## src/rtl/mem_router_pkg.sv

```systemverilog
// Shared definitions for the core data-port router: FSM encoding and port-index sizing.
package mem_router_pkg;

  typedef logic [1:0] state_t;

  localparam logic [1:0] ST_IDLE  = 2'd0;
  localparam logic [1:0] ST_ISSUE = 2'd1;
  localparam logic [1:0] ST_WAIT  = 2'd2;
  localparam logic [1:0] ST_DONE  = 2'd3;

  // A single port still needs a one-bit index so vectors never collapse to zero width.
  function automatic int port_idx_w(input int n);
    return (n > 1) ? $clog2(n) : 1;
  endfunction

endpackage

```

## src/rtl/mem_router_if.sv

```systemverilog
// Downstream request/response bus between the router and its per-target adapters.
interface mem_router_if #(
  parameter int NUM_PORTS  = 3,
  parameter int ADDR_WIDTH = 64,
  parameter int DATA_WIDTH = 64
);
  logic [NUM_PORTS-1:0]            req_valid;
  logic [NUM_PORTS-1:0]            req_ready;
  logic                            req_we;
  logic [ADDR_WIDTH-1:0]           req_addr;
  logic [DATA_WIDTH-1:0]           req_wdata;
  logic [DATA_WIDTH/8-1:0]         req_wmask;
  logic [NUM_PORTS-1:0]            rsp_valid;
  logic [NUM_PORTS*DATA_WIDTH-1:0] rsp_rdata;

  modport master (
    output req_valid, req_we, req_addr, req_wdata, req_wmask,
    input  req_ready, rsp_valid, rsp_rdata
  );

  modport slave (
    input  req_valid, req_we, req_addr, req_wdata, req_wmask,
    output req_ready, rsp_valid, rsp_rdata
  );
endinterface

```

## src/rtl/mem_region_decode.sv

```systemverilog
// Combinational address decode against programmable base/mask regions; lowest index wins.
module mem_region_decode
  import mem_router_pkg::*;
#(
  parameter int                            NUM_PORTS   = 3,
  parameter int                            ADDR_WIDTH  = 64,
  parameter logic [NUM_PORTS*ADDR_WIDTH-1:0] REGION_BASE = '0,
  parameter logic [NUM_PORTS*ADDR_WIDTH-1:0] REGION_MASK = '0,
  parameter int                            IDX_W       = port_idx_w(NUM_PORTS)
) (
  input  logic [ADDR_WIDTH-1:0] i_addr,
  output logic                  o_hit,
  output logic [IDX_W-1:0]      o_idx
);

  // Scanning downward lets the lowest hitting index overwrite any higher one.
  always_comb begin
    o_hit = 1'b0;
    o_idx = '0;
    for (int i = NUM_PORTS - 1; i >= 0; i--) begin
      if ((i_addr & REGION_MASK[i*ADDR_WIDTH +: ADDR_WIDTH]) ==
          REGION_BASE[i*ADDR_WIDTH +: ADDR_WIDTH]) begin
        o_hit = 1'b1;
        o_idx = IDX_W'(i);
      end
    end
  end

endmodule

```

## src/rtl/mem_router.sv

```systemverilog
// Routes core data accesses to one of NUM_PORTS downstream targets, with unmapped
// faults, a per-access timeout and discard of responses that arrive after a timeout.
module mem_router
  import mem_router_pkg::*;
#(
  parameter int                              NUM_PORTS   = 3,
  parameter int                              ADDR_WIDTH  = 64,
  parameter int                              DATA_WIDTH  = 64,
  parameter logic [NUM_PORTS*ADDR_WIDTH-1:0] REGION_BASE = '0,
  parameter logic [NUM_PORTS*ADDR_WIDTH-1:0] REGION_MASK = '0,
  parameter int                              TIMEOUT     = 1024
) (
  input  logic                    clk,
  input  logic                    rst,
  input  logic [ADDR_WIDTH-1:0]   addr_cpu,
  input  logic                    wen_cpu,
  input  logic                    ren_cpu,
  input  logic [DATA_WIDTH-1:0]   wdata_cpu,
  input  logic [DATA_WIDTH/8-1:0] wmask_cpu,
  output logic [DATA_WIDTH-1:0]   rdata_cpu,
  output logic                    stall_cpu,
  output logic                    fault_cpu,
  mem_router_if.master            bus
);

  localparam int IDX_W  = port_idx_w(NUM_PORTS);
  localparam int MASK_W = DATA_WIDTH / 8;
  localparam int CNT_W  = (TIMEOUT > 1) ? $clog2(TIMEOUT) : 1;

  typedef struct packed {
    logic                  we;
    logic [ADDR_WIDTH-1:0] addr;
    logic [DATA_WIDTH-1:0] wdata;
    logic [MASK_W-1:0]     wmask;
  } mem_req_t;

  state_t                r_state;
  logic [IDX_W-1:0]      r_sel;
  mem_req_t              r_req;
  logic [DATA_WIDTH-1:0] r_rdata;
  logic                  r_fault;
  logic [CNT_W-1:0]      r_cnt;
  logic [NUM_PORTS-1:0]  r_pending;

  logic                  w_hit;
  logic [IDX_W-1:0]      w_idx;
  logic [NUM_PORTS-1:0]  w_sel_oh;
  logic                  w_blocked;
  logic                  w_accept;
  logic                  w_rsp_sel;
  logic                  w_tmo;
  logic [DATA_WIDTH-1:0] w_rsp_data;

  mem_region_decode #(
    .NUM_PORTS  (NUM_PORTS),
    .ADDR_WIDTH (ADDR_WIDTH),
    .REGION_BASE(REGION_BASE),
    .REGION_MASK(REGION_MASK),
    .IDX_W      (IDX_W)
  ) u_decode (
    .i_addr(addr_cpu),
    .o_hit (w_hit),
    .o_idx (w_idx)
  );

  always_comb begin
    w_sel_oh        = '0;
    w_sel_oh[r_sel] = 1'b1;
  end

  // A port still owing a response from a timed-out access is fenced off until it answers.
  assign w_blocked  = r_pending[r_sel];
  assign w_accept   = (r_state == ST_ISSUE) && !w_blocked && bus.req_ready[r_sel];
  assign w_rsp_sel  = bus.rsp_valid[r_sel];
  assign w_rsp_data = bus.rsp_rdata[r_sel*DATA_WIDTH +: DATA_WIDTH];
  assign w_tmo      = (TIMEOUT != 0) && (r_cnt == CNT_W'(TIMEOUT - 1));

  assign bus.req_valid = ((r_state == ST_ISSUE) && !w_blocked) ? w_sel_oh : '0;
  assign bus.req_we    = r_req.we;
  assign bus.req_addr  = r_req.addr;
  assign bus.req_wdata = r_req.wdata;
  assign bus.req_wmask = r_req.wmask;

  assign stall_cpu = (wen_cpu | ren_cpu) && (r_state != ST_DONE);
  assign rdata_cpu = r_rdata;
  assign fault_cpu = r_fault;

  always_ff @(posedge clk) begin
    if (rst) begin
      r_state   <= ST_IDLE;
      r_sel     <= '0;
      r_req     <= '0;
      r_rdata   <= '0;
      r_fault   <= 1'b0;
      r_cnt     <= '0;
      r_pending <= '0;
    end else begin
      r_pending <= r_pending & ~bus.rsp_valid;
      case (r_state)
        ST_IDLE: begin
          if (wen_cpu | ren_cpu) begin
            r_sel       <= w_idx;
            r_req.we    <= wen_cpu;
            r_req.addr  <= addr_cpu;
            r_req.wdata <= wdata_cpu;
            r_req.wmask <= wmask_cpu;
            r_cnt       <= '0;
            r_rdata     <= '0;
            r_fault     <= !w_hit;
            r_state     <= w_hit ? ST_ISSUE : ST_DONE;
          end
        end
        ST_ISSUE, ST_WAIT: begin
          r_cnt <= r_cnt + 1'b1;
          // A response on the final timeout cycle still completes the access normally.
          if (((r_state == ST_WAIT) || w_accept) && w_rsp_sel) begin
            r_rdata <= r_req.we ? '0 : w_rsp_data;
            r_state <= ST_DONE;
          end else if (w_tmo) begin
            r_fault <= 1'b1;
            r_rdata <= '0;
            r_state <= ST_DONE;
            if ((r_state == ST_WAIT) || w_accept)
              r_pending <= (r_pending & ~bus.rsp_valid) | w_sel_oh;
          end else if (w_accept) begin
            r_state <= ST_WAIT;
          end
        end
        default: r_state <= ST_IDLE;
      endcase
    end
  end

endmodule

```

## src/flat_wrapper.sv

```systemverilog
// flat-port wrapper written by rule: the top's interface ports become plain ports
module mem_router_flat import mem_router_pkg::*;
#(
  parameter int                              NUM_PORTS   = 3,
  parameter int                              ADDR_WIDTH  = 64,
  parameter int                              DATA_WIDTH  = 64,
  parameter logic [NUM_PORTS*ADDR_WIDTH-1:0] REGION_BASE = '0,
  parameter logic [NUM_PORTS*ADDR_WIDTH-1:0] REGION_MASK = '0,
  parameter int                              TIMEOUT     = 1024
)
  (clk, rst, addr_cpu, wen_cpu, ren_cpu, wdata_cpu, wmask_cpu, rdata_cpu, stall_cpu, fault_cpu, bus_req_valid, bus_req_we, bus_req_addr, bus_req_wdata, bus_req_wmask, bus_req_ready, bus_rsp_valid, bus_rsp_rdata);
  mem_router_if #(.NUM_PORTS(NUM_PORTS), .ADDR_WIDTH(ADDR_WIDTH), .DATA_WIDTH(DATA_WIDTH)) bus_i ();
  input  logic clk;
  input  logic rst;
  input  logic [ADDR_WIDTH-1:0] addr_cpu;
  input  logic wen_cpu;
  input  logic ren_cpu;
  input  logic [DATA_WIDTH-1:0] wdata_cpu;
  input  logic [DATA_WIDTH/8-1:0] wmask_cpu;
  output logic [DATA_WIDTH-1:0] rdata_cpu;
  output logic stall_cpu;
  output logic fault_cpu;
  output wire logic [$bits(bus_i.req_valid)-1:0] bus_req_valid;
  output wire logic [$bits(bus_i.req_we)-1:0] bus_req_we;
  output wire logic [$bits(bus_i.req_addr)-1:0] bus_req_addr;
  output wire logic [$bits(bus_i.req_wdata)-1:0] bus_req_wdata;
  output wire logic [$bits(bus_i.req_wmask)-1:0] bus_req_wmask;
  input wire logic [$bits(bus_i.req_ready)-1:0] bus_req_ready;
  input wire logic [$bits(bus_i.rsp_valid)-1:0] bus_rsp_valid;
  input wire logic [$bits(bus_i.rsp_rdata)-1:0] bus_rsp_rdata;
  assign bus_req_valid = bus_i.req_valid;
  assign bus_req_we = bus_i.req_we;
  assign bus_req_addr = bus_i.req_addr;
  assign bus_req_wdata = bus_i.req_wdata;
  assign bus_req_wmask = bus_i.req_wmask;
  assign bus_i.req_ready = bus_req_ready;
  assign bus_i.rsp_valid = bus_rsp_valid;
  assign bus_i.rsp_rdata = bus_rsp_rdata;
  mem_router #(.NUM_PORTS(NUM_PORTS), .ADDR_WIDTH(ADDR_WIDTH), .DATA_WIDTH(DATA_WIDTH), .REGION_BASE(REGION_BASE), .REGION_MASK(REGION_MASK), .TIMEOUT(TIMEOUT)) u_core (.clk(clk), .rst(rst), .addr_cpu(addr_cpu), .wen_cpu(wen_cpu), .ren_cpu(ren_cpu), .wdata_cpu(wdata_cpu), .wmask_cpu(wmask_cpu), .rdata_cpu(rdata_cpu), .stall_cpu(stall_cpu), .fault_cpu(fault_cpu), .bus(bus_i));
endmodule
```

## config.mk

```make
export PLATFORM = sky130hd
export DESIGN_NAME = mem_router_flat
export DESIGN_NICKNAME = d
export VERILOG_FILES = /design/src/rtl/mem_router_pkg.sv /design/src/rtl/mem_router_if.sv /design/src/rtl/mem_region_decode.sv /design/src/rtl/mem_router.sv /design/src/flat_wrapper.sv
export SDC_FILE = /design/constraint.sdc
export NUM_CORES = 1
export LEC_CHECK = 0
export ABC_AREA = 0
export CORE_AREA = 5 5 209 211
export CTS_CLUSTER_SIZE = 30
export DETAILED_ROUTE_END_ITERATION = 16
export DIE_AREA = 0 0 214 216
export GPL_TIMING_DRIVEN = 0
export PLACE_DENSITY_LB_ADDON = 0.05
export SLEW_MARGIN = 20
export SYNTH_ARGS = -nofsm -noshare
export SYNTH_HDL_FRONTEND = slang
export SYNTH_SLANG_ARGS = --single-unit
```

## constraint.sdc

```tcl
create_clock -name clk -period 2 [get_ports clk]
set_clock_uncertainty 0.15 [all_clocks]
set_input_delay 0.4 -clock clk [delete_from_list [all_inputs] [get_ports clk]]
set_output_delay 0.4 -clock clk [all_outputs]
set_load 0.05 [all_outputs]
```

Yosys cells after proc, flatten, opt, wreduce, memory -nomap -nowiden
Cells that the tools add are included.
Word-level totals
  output and inout port bits: 206
  register bits after elaboration: 217
  word-level logic and storage cells: 57
Cells by class
  $add $sub $neg: 1
  equality and inequality tests: 9
  multiplexer cells: 21
  bitwise operators: 3
  reductions and logical operators: 14
Operators with widths (number)
  $mux W64: 4
  $pmux W64 S2: 1
  $pmux W10 S2: 1
  $add A10 B1 Y10 const B: 1
  $eq A10 B10 Y1 const B: 1
  $mux W10: 1
  $mux W1: 8
  $mux W2: 4
  $reduce_and A2 Y1: 3
  $logic_and A1 B1 Y1: 4
  $ne A2 B1 Y1 const B: 2
  $ne A2 B2 Y1 const B: 2
  $ne A4 B1 Y1 const B: 1
  $pmux W2 S2: 1
  $reduce_and A4 Y1: 1
  $and A3 B3 Y3: 1
  $ne A3 B1 Y1 const B: 1
  $not A3 Y3: 1
  $reduce_and A3 Y1: 1
  $eq A2 B1 Y1 const B: 1
  $eq A2 B2 Y1 const B: 1
  $logic_not A2 Y1: 1
  $pmux W1 S2: 1
  $reduce_bool A2 Y1: 1
  4 further kinds: 4

Longest topological paths before layout
  depth after elaboration: 8
  gate-level depth with buffers: 8
  gate-level depth less buffers: 6

Modules after synthesis
A second synthesis with hierarchy kept.
Unflattened totals
  cell total of the unflattened synthesis: 1080
  area total of the unflattened synthesis: 8952.3 µm²
Modules (own cells, without submodules)
  mem_router: times used 1, cells each 1075, area each 8922.3 µm², seq. area each 4384.2 µm²
  mem_region_decode: times used 1, cells each 5, area each 30.0 µm², seq. area each 0.0 µm²

Worst setup path after synthesis
Ideal clock, no wire load.
  path kind: reg2reg
  from: register u_core.r_state[0]
  to: register u_core.r_rdata[10], in the netlist u_core.rdata_cpu[10]
  data required time: 1.790 ns
  setup time: 0.060 ns
  data arrival time: 1.954 ns
  buffers on the path: 1
  setup slack: -0.164 ns
  stages on the path, launching flop included: 8
  cells stage by stage: dfxtp_1 inv_1 ha_1 nor3b_1 or2_4 nor4_4 buf_6 a22o_1
On the way
  longest elaborated chain between the ends: 7
Ends and longest elaborated chain
  from (decl): RTL line mem_router.sv:37  | state_t r_state;
  from (signal assigned): RTL line mem_router.sv:110  | r_state <= w_hit ? ST_ISSUE : ST_DONE;
  $eq A2 B1 Y1: RTL line mem_router.sv:73, mem_router.sv:99
  $logic_and A1 B1 Y1 (2 in series): RTL line mem_router.sv:73  | assign w_accept = (r_state == ST_ISSUE) && !w_blocked && bus.req_ready[r_sel];
  $logic_or A1 B1 Y1: RTL line mem_router.sv:116  | if (((r_state == ST_WAIT) || w_accept) && w_rsp_sel) begin
  $logic_and A1 B1 Y1: RTL line mem_router.sv:116
  $ne A3 B1 Y1 (no line) / $mux W64 (equally long branches)
  $reduce_and A3 Y1 (no line) / $pmux W64 S2 (equally long branches)
  to (signal assigned): RTL line mem_router.sv:117  | r_rdata <= r_req.we ? '0 : w_rsp_data;
  to (decl): RTL line mem_router.sv:40  | logic [DATA_WIDTH-1:0] r_rdata;
Several ways; a longest one is shown, not always the timed one.
A chain may end at the register's enable or synchronous reset.

Worst setup path in the final report
  from: register u_core.r_state[1]
  to: register u_core.r_rdata[60], in the netlist u_core.rdata_cpu[60]
Same word-level chain as after synthesis.

==> flow_summary.json <==
{
  "die_w_um": 214,
  "worstReg2RegStart": "u_core.r_state[1]",
  "setup_viol": 61,
  "slew_headroom_pct": 62.4,
  "endpoint_kind": "flop",
  "pwr-share-clk_pct": 33.2,
  "gp_congestion": 0.722,
  "die_area_mm2": 0.0462,
  "fill_cells": 4399,
  "finish.net_count": 1641,
  "regToRegSetupSlack_ps": -80,
  "p_int_mw": 10.2,
  "cts_max_level": 1,
  "grt_use_total_pct": 13.6,
  "wire_per_inst_um": 17.9,
  "seqCellArea_mm2": 0.00431,
  "ys_seq_elements": 215,
  "peakVddDrop_mv": 0.588,
  "route.detailed.drc": 0,
  "clock_path_buffers": 3,
  "final_common_cell": "nand2_1",
  "hold_end": "u_core.bus.req_wdata[45]",
  "worst_pin_slew_ps": 564,
  "core_area_mm2": 0.0416,
  "syn_area_mm2": 0.00749,
  "rows": 75,
  "violations": "negative setup slack",
  "p_comb_share_pct": 35.4,
  "ant_nets": 0,
  "fin_crit_sh_pct": 104,
  "grt_setup_unrepaired": "yes",
  "grt_first_pass_wirelength_mm": 49.3,
  "avgViaCountPerCell": 4.00,
  "antenna_found_initial": 6,
  "drive_above_1_share_pct": 21.9,
  "pin_count": 544,
  "fmax_mhz": 480,
  "die_y_um": 216,
  "status": "complete, but fails checks",
  "finalHoldViolations": 0,
  "cp_data_arrival_time_ps": 2370,
  "avgSynthCellArea_um2": 8.98,
  "grt_max_degree": 15,
  "period_minus_slack_ps": 2080,
  "fin_ws_ps": -84.7,
  "synth_top_area_share_pct": 57.4,
  "critical_path_class": "flop to flop",
  "clk_latency_ps": 540,
  "area_growth_syn_to_layout_pct": 78.3,
  "drt-pass1-iter-count": 6,
  "p_leak_nw": 5.44,
  "grt_pass1_vias": 7805,
  "finalWirelength_mm": 33.2,
  "multi_input_area_mm2": 0.00296,
  "synth.distinct_cells": 39,
  "cts_root_buf": "clkbuf_16",
  "hold_ws_ps": 245,
  "swShare_pct": 37.6,
  "final_core_util_pct": 32.1,
  "cts_tree": "built",
  "grt-ovfl-total": 0,
  "clock_sinks": 215,
  "synth-main-ff-cell": "dfxtp_1",
  "placed_cell_area_mm2": 0.0123,
  "finalInstanceArea_mm2": 0.0134,
  "slew_viol_final": 0,
  "min-delay-start": "wdata_cpu[45]",
  "synth_top_area_cell": "dfxtp_1",
  "hold_path_class": "primary input to flop",
  "switching_power_mw": 6.13,
  "cts_made_buffers": 28,
  "drtIter0Drc": 254,
  "num_vias": 7426,
  "worstPathRequired_ps": 2280,
  "seq_area_frac_synth_pct": 57.4,
  "worstRegToRegCells": 10,
  "seqPwrFrac_pct": 31.4,
  "dpl.hpwl_mm": 24.4,
  "synth-edff-count": 0,
  "critPathMaxFanout": 10,
  "hold_depth": 3,
  "initial_core_util_pct": 18.0,
  "async_flop_share_pct": 0,
  "layout_common_cells": "nand2_1, dfxtp_1, clkdlybuf4s50_1",
  "io_buffers": 409,
  "drv_cap": 0,
  "r2r_end": "u_core.rdata_cpu[60]",
  "clk_pin_slew_worst_paths_ps": 60,
  "cp-start-kind": "flop",
  "ys.warnings.count": 0,
  "synthTopCellsByArea": "dfxtp_1, nand2_1, a21oi_1, a22o_1, clkbuf_1",
  "powerDensity_mw_per_mm2": 1220,
  "synthCells": 834
}
==> registers in the layout (all words and copies together) (netlist names) <==
register	flops
u_core.r_pending	1
u_core.rdata_cpu	64
u_core.bus.req_wdata	64
u_core.bus.req_wmask	8
u_core.r_state	2
u_core.fault_cpu	1
u_core.r_cnt	10
u_core.bus.req_we	1
u_core.bus.req_addr	64
==> cells by family after synthesis <==
family	after synthesis	synth area share, %
xor gates and xnor gates	7	0.818
other	1	0.0500
buffers and inverters	65	4.62
and+or+nand+nor	323	17.8
DFF	215	57.4
adders and majority gates	6	1.00
AOI/OAI and AO/OA	217	18.3
==> worst max-delay path by stage <==
stage	cells after the start	from	to	slack, ps
floorplan	7	u_core.r_state[1]	u_core.rdata_cpu[13]	-50
global placement	8	wen_cpu	u_core.bus.req_addr[45]	-1190
detailed placement	5	rst	u_core.bus.req_wdata[51]	-1330
CTS	10	u_core.r_cnt[1]	u_core.rdata_cpu[47]	-130
global route	10	u_core.r_state[1]	u_core.rdata_cpu[47]	-150
finish	10	u_core.r_state[1]	u_core.rdata_cpu[60]	-80
==> cell type report <==
type / count / share of cell area, %
Sequential cell: 215 / 32.3
Buffer: 57 / 2.75
Clock buffer: 37 / 5.88
Multi-Input combinational cell: 555 / 22.2
Antenna cell: 2 / 0.0375
Inverter: 3 / 0.122
Clock inverter: 13 / 1.47
Timing Repair Buffer: 437 / 30.2
Tap cell: 539 / 5.05
==> per-stage QoR <==
step | setup TNS (ps) | total power [mW] | cells | worst slack (ps)
2_1_floorplan | -3110 | 8.58 | 835 | -52.9
3_3_place_gp | -203300 | 10.8 | 1783 | -1190
3_5_place_dp | -214460 | 10.8 | 1783 | -1330
4_1_cts | -5870 | 16.8 | 1858 | -130
5_1_grt | -7700 | 17.2 | 1857 | -146
6_report | -3950 | 16.3 | 1858 | -84.7
==> critical path, stage by stage, from the launching register on <==
cell	delay, ps
dfxtp_4	370
inv_6	40
ha_4	150
and3b_2	210
buf_4	140
o211ai_1	170
buf_4	160
nor4_4	40
buf_12	150
buf_6	140
a22o_1	230
==> metal layers <==
metal	up-vias	part of all wire (%)	global-route usage [%]
met3	47	9.7	6.82
met5	-	0.12	0
li1	3756	-	-
met1	3370	42	16.0
met2	247	46	22.3
met4	6	2.3	3.52
==> synthesized netlist by cell type, types with 2 or more instances <==
master / instances
ha_1: 6
clkbuf_1: 40
a21oi_1: 141
buf_2: 4
buf_4: 2
buf_6: 12
nand3_1: 4
nor4_4: 2
nand3b_1: 2
nor2b_1: 2
o21a_1: 2
nor4_1: 3
o21ai_0: 3
nor3_1: 3
a22o_1: 64
or3_1: 3
inv_1: 3
nor3b_1: 2
buf_1: 4
nand4b_1: 2
nand2_1: 279
xnor2_1: 7
dfxtp_1: 215
nor2_1: 14
==> power by group through the flow <==
stage	Sequential [mW]	Combinational, mW	Clock (mW)
5_1_grt	5.19	6.21	5.80
2_1_floorplan	6.94	1.64	0
6_report	5.11	5.77	5.41
3_3_place_gp	5.18	5.66	0
3_5_place_dp	5.20	5.62	0
4_1_cts	5.10	6.05	5.64
==> timing repair <==
item | CTS | global route
pin swaps | 9 | 12
buffers inserted | 20 | 5
gates cloned | 7 | 1
setup endpoints to repair | 418 | 352
resized for setup | 360 | 297
hold buffers | 0 | 0
(Power assumes the default switching activity.)
==> RTL change 1: new RTL, config.mk and constraints unchanged <==
Put one more register stage on the output `fault_cpu`, with the module's reset. The value now appears one clock later. The other outputs are not delayed to match.
--- a/src/rtl/mem_router.sv
+++ b/src/rtl/mem_router.sv
@@ -83,7 +83,13 @@
 
   assign stall_cpu = (wen_cpu | ren_cpu) && (r_state != ST_DONE);
   assign rdata_cpu = r_rdata;
-  assign fault_cpu = r_fault;
+  always_ff @(posedge clk) begin
+    if (rst) begin
+      fault_cpu <= '0;
+    end else begin
+      fault_cpu <= r_fault;
+    end
+  end
 
   always_ff @(posedge clk) begin
     if (rst) begin
Function: not settled (the Yosys comparison gave no result); the edit may change what the design does.
==> RTL change 1 against the unedited design <==
  * Global-route usage is 0.12 points higher
  * Sequential cell count is 1 higher
  * Synthesized area hardly changed
  * Final cell count is 0.43% higher
  * The flow still finishes with violations (negative setup slack)
  * Final area is 1.1% higher
  * Worst setup slack worse by 0.021 ns
  * Sequential share of layout area is 0.17 points lower
  * Critical path type unchanged
  * Fmax is 0.99% lower
  * Highest routed layer unchanged
  * Wire length is 0.65% higher
  * Total power is 0.31% lower
  * Synthesized cell count is 0.24% higher
==> RTL change 1: results (changes against the unedited design) <==
The clock buffer count from CTS was 29 (was 28). The routability congestion estimate is 0.713 (was 0.722). The type of the worst min-delay path was in2reg (unchanged). The initial DRC count is 215 (was 254). The share of the yosys chip area belonging to registers is 0.577 (was 0.574). The transition time of the tightest slew-check pin is 0.599 ns (was 0.564 ns). The count of buffers inserted at the top-level ports is 409 (unchanged).

Run status: complete, but fails checks (unchanged). The data arrival at the endpoint of the critical path was 2.44 ns (was 2.37 ns). The number of library cell types mapped by synthesis came out at 43 (was 39).

The filler cell count came out at 4,469 (was 4,399). The number of nets in the final layout came out at 1,649 (was 1,641). The cell leakage power came out at 6.02 nW (was 5.44 nW). The worst path setup slack after routing is -0.106 ns (was -0.0847 ns). The post-DP HPWL came to 24,600 microns (was 24,400 microns). The maximum number of pins on one net before global-route repair came out at 14 (was 15). The worst min-delay path startpoint was addr_cpu[31] (was wdata_cpu[45]). The setup-violating endpoint count in the final report came out at 71 (was 61).

The via count of the first global-routing pass is 7,594 (was 7,805). The share of layout cells above drive strength 1 came out at 0.141 (was 0.219). Violated checks: negative setup slack (unchanged). Largest cells by area after synthesis: dfxtp_1 (58%), nand2_1 (14%), a21oi_1 (9.6%), a22o_1 (7.5%), clkbuf_1 (2.0%) (was dfxtp_1 (57%), nand2_1 (14%), a21oi_1 (9.4%), a22o_1 (7.5%), clkbuf_1 (2.0%)). The worst setup slack before clock tree synthesis is -1.17 ns (was -1.33 ns). Most numerous cell types in the synthesized netlist: nand2_1 (280), dfxtp_1 (216), a21oi_1 (144) (was nand2_1 (279), dfxtp_1 (215), a21oi_1 (141)).

The detail-routed via count per cell was 4.01 (was 4.00). The number of iterations in the first detailed-routing pass was 5 (was 6). The initial antenna violation count is 4 (was 6).
[RTL change 1: changes by cell type after synthesis, moves of 3 or more]
cell,unedited run,this run
nor2_1,14,9
buf_2,4,12
buf_1,4,1
inv_1,3,7
o21ai_0,3,8
buf_6,12,6
xnor2_1,7,3
a21oi_1,141,144
[RTL change 1: layout make-up]
class                           instances  area share
Clock inverter                          4     0.00732
Clock buffer                           46      0.0636
Inverter                                7     0.00232
Multi-Input combinational cell        553       0.217
Antenna cell                            2    0.000371
Timing Repair Buffer                  438       0.306
Sequential cell                       216       0.321
Buffer                                 61      0.0319
Tap cell                              539      0.0499
[RTL change 1: report_power, final]
part / switching [mW] / internal (mW)
clock: 1.97 / 3.29
sequential: 0.261 / 4.85
combinational: 3.85 / 2.02
total: 6.08 / 10.2
[RTL change 1: per-stage QoR]
stage / TNS [ns] / cells / power, mW / cell area, sq um
global placement: -268.31 / 1785 / 10.8 / 12300
global route: -15.41 / 1865 / 17.1 / 13500
detailed placement: -208.94 / 1786 / 10.8 / 12300
finish: -4.64 / 1866 / 16.2 / 13500
floorplan: 0 / 837 / 8.55 / 7490
CTS: -13.54 / 1857 / 16.6 / 13500
[RTL change 1: path summary, 6_finish.rpt]
| path | endpoint | slack, ns | cells past startpoint |
|---|---|---|---|
| worst max-delay path | u_core.rdata_cpu[6] | -0.11 | 10 |
| worst max register to register | u_core.rdata_cpu[6] | -0.11 | 10 |
| worst min-delay path | u_core.bus.req_addr[31] | 0.25 | 3 |
| worst min register to register | u_core.bus.req_wdata[42] | 0.30 | 2 |
[RTL change 1: worst max-delay path: cells and delay by family (launching register included)]
family          cells  cell delay, ns
simple gates        2            0.48
fa+ha+maj           1            0.12
compound gates      2            0.21
flops               1            0.35
buf+inv             5            0.73
[RTL change 1: repair_timing]
action | CTS | global route
endpoints found under the hold margin | 0 | 0
pin swaps | 54 | 18
gates resized for setup | 290 | 107
endpoints found under the setup margin | 409 | 366
buffers inserted | 13 | 9
gates cloned | 8 | 0
[RTL change 1: cells by family (layout without fill, tap and decap cells)]
group,count (synthesis),in the layout,synth area share
simple gates,316,316,0.175
compound gates,226,226,0.190
flops,216,216,0.577
buf+inv,68,556,0.0433
fa+ha+maj,5,5,0.00835
xor+xnor,4,4,0.00468
other cells,1,4,0.000501
[RTL change 1: metal layers]
metal	vias to the layer above	GRT usage	share of wire
met5	-	0	0.00075
met4	4	0.0354	0.026
met3	51	0.0668	0.10
met2	261	0.228	0.47
met1	3382	0.160	0.41
li1	3778	-	-
==> RTL change 2: new RTL, same flow settings <==
Without the edit above. `ADDR_WIDTH` is set to 64 in 4 places; all go to 128.
--- a/src/rtl/mem_router_if.sv
+++ b/src/rtl/mem_router_if.sv
@@ -1,7 +1,7 @@
 // Downstream request/response bus between the router and its per-target adapters.
 interface mem_router_if #(
   parameter int NUM_PORTS  = 3,
-  parameter int ADDR_WIDTH = 64,
+  parameter int ADDR_WIDTH = 128,
   parameter int DATA_WIDTH = 64
 );
   logic [NUM_PORTS-1:0]            req_valid;
--- a/src/rtl/mem_region_decode.sv
+++ b/src/rtl/mem_region_decode.sv
@@ -3,7 +3,7 @@
   import mem_router_pkg::*;
 #(
   parameter int                            NUM_PORTS   = 3,
-  parameter int                            ADDR_WIDTH  = 64,
+  parameter int                            ADDR_WIDTH  = 128,
   parameter logic [NUM_PORTS*ADDR_WIDTH-1:0] REGION_BASE = '0,
   parameter logic [NUM_PORTS*ADDR_WIDTH-1:0] REGION_MASK = '0,
   parameter int                            IDX_W       = port_idx_w(NUM_PORTS)
--- a/src/rtl/mem_router.sv
+++ b/src/rtl/mem_router.sv
@@ -4,7 +4,7 @@
   import mem_router_pkg::*;
 #(
   parameter int                              NUM_PORTS   = 3,
-  parameter int                              ADDR_WIDTH  = 64,
+  parameter int                              ADDR_WIDTH  = 128,
   parameter int                              DATA_WIDTH  = 64,
   parameter logic [NUM_PORTS*ADDR_WIDTH-1:0] REGION_BASE = '0,
   parameter logic [NUM_PORTS*ADDR_WIDTH-1:0] REGION_MASK = '0,
--- a/src/flat_wrapper.sv
+++ b/src/flat_wrapper.sv
@@ -2,7 +2,7 @@
 module mem_router_flat import mem_router_pkg::*;
 #(
   parameter int                              NUM_PORTS   = 3,
-  parameter int                              ADDR_WIDTH  = 64,
+  parameter int                              ADDR_WIDTH  = 128,
   parameter int                              DATA_WIDTH  = 64,
   parameter logic [NUM_PORTS*ADDR_WIDTH-1:0] REGION_BASE = '0,
   parameter logic [NUM_PORTS*ADDR_WIDTH-1:0] REGION_MASK = '0,
Ports: changed (resized addr_cpu and bus_req_addr); port bits go from 544 to 672. No check against the original RTL was run, so the function may have changed too.
==> RTL change 2 against the unedited design <==
  * The run still ends with negative setup slack left
  * Sequential power grew 32%
  * Worst setup slack improved by 0.016 ns
  * Sequential cell count up 64
  * Wire length increased by 39%
  * Synthesized area is 29% higher
  * Hold slack gained 0.015 ns
  * Total power rose by 28%
  * Global-route usage rose by 5.2 points
  * Final area up 28%
  * Final cell count rose by 22%
  * Clock power rose by 17%
  * Combinational power up 35%
==> RTL change 2: results (changes against the unedited design) <==
Run status: complete, but fails checks (unchanged). Violated checks: negative setup slack (unchanged). The combined global-route utilization of all metal layers was 0.188 (was 0.136). The combinational group share of total power came out at 0.374 (was 0.354). The clock buffer count from CTS was 36 (was 28).

The detail-routed via count per cell is 4.33 (was 4.00). The total of cells resized after clock tree synthesis came out at 409 (was 360). The hold-critical path endpoint is u_core.bus.req_wdata[33] (was u_core.bus.req_wdata[45]). The maximum vdd ir drop is 0.682 mV (was 0.588 mV). The total setup buffers inserted after CTS came out at 5 (was 20). The routability congestion estimate is 0.803 (was 0.722). The number of nets in the final layout came to 2,111 (was 1,641). The average detailed-routed wire length per instance was 20.3 microns (was 17.9 microns). The worst stage delay on the critical path came out at 0.41 ns (was 0.37 ns). The worst hold slack is 0.259 ns (was 0.245 ns). The number of iterations in the first detailed-routing pass is 4 (was 6). The initial antenna violation count came to 22 (was 6). The number of library cell types mapped by synthesis is 38 (was 39). The met3 wirelength from detailed routing is 5730 microns (was 3230 microns). The post-DP HPWL was 35,400 microns (was 24,400 microns). The worst min-delay path startpoint is wdata_cpu[33] (was wdata_cpu[45]). The setup-violating endpoint count in the final report came out at 66 (was 61).

The placed cell count came out at 2,188 (was 1,783). The end point of the critical path is u_core.rdata_cpu[44] (was u_core.rdata_cpu[60]). The global-route met2 utilization was 0.302 (was 0.223). The global-route met1 utilization came out at 0.222 (was 0.160). The sum of met2 wire segment lengths after detailed routing is 21,100 microns (was 15,200 microns).

The origin of the worst setup path is u_core.r_state[0] (was u_core.r_state[1]). The power per cell area is 1220 nW/um^2 (about the same). The met3 track demand over resource came to 0.0978 (was 0.0682).

The share of layout cells above drive strength 1 came out at 0.115 (was 0.219). The switching share of total power was 0.392 (was 0.376). The average cell area after synthesis is 8.69 sq um (was 8.98 sq um). The largest fanout on the critical path came out at 6 (was 10). The instance area at placement was 15,700 sq um (was 12,300 sq um).

The worst-case headroom to the max-slew limit is 0.607 (was 0.624). The worst path setup slack after routing is -0.0686 ns (was -0.0847 ns). The wire length of the first global-routing pass is 66,000 microns (was 49,300 microns).

The startpoint of the worst register-to-register path was u_core.r_state[0] (was u_core.r_state[1]). Largest cells by area after synthesis: dfxtp_1 (58%), nand2_1 (16%), a21oi_1 (11%), a22o_1 (5.8%), clkbuf_1 (2.6%) (was dfxtp_1 (57%), nand2_1 (14%), a21oi_1 (9.4%), a22o_1 (7.5%), clkbuf_1 (2.0%)). The cell leakage power was 7.57 nW (was 5.44 nW).
[RTL change 2: cell types whose count changed after synthesis]
| cell | unedited run | this run |
|---|---|---|
| buf_2 | 4 | 0 |
| clkbuf_1 | 40 | 66 |
| a21oi_1 | 141 | 205 |
| dfxtp_1 | 215 | 279 |
| nand2_1 | 279 | 407 |
| buf_1 | 4 | 3 |
[RTL change 2: cell type report]
type / count / area (sq um)
clock inverters: 4 / 70.1
fillers: 4302 / 24500
clock buffers: 55 / 1050
flip-flops and latches: 279 / 5590
repair buffers: 554 / 5400
diodes: 8 / 20.0
well taps: 539 / 674
inverters: 3 / 16.3
plain buffers: 82 / 515
multi-input cells: 747 / 3720
[RTL change 2: logic make-up (layout without fill, tap and decap cells)]
kind of cell / Yosys count / in the layout / synth area share
buf+inv: 86 / 698 / 0.0436
simple gates: 451 / 451 / 0.188
other cells: 1 / 10 / 0.000389
fa+ha+maj: 6 / 6 / 0.00778
flops: 279 / 279 / 0.579
xor+xnor: 7 / 7 / 0.00635
compound gates: 281 / 281 / 0.175
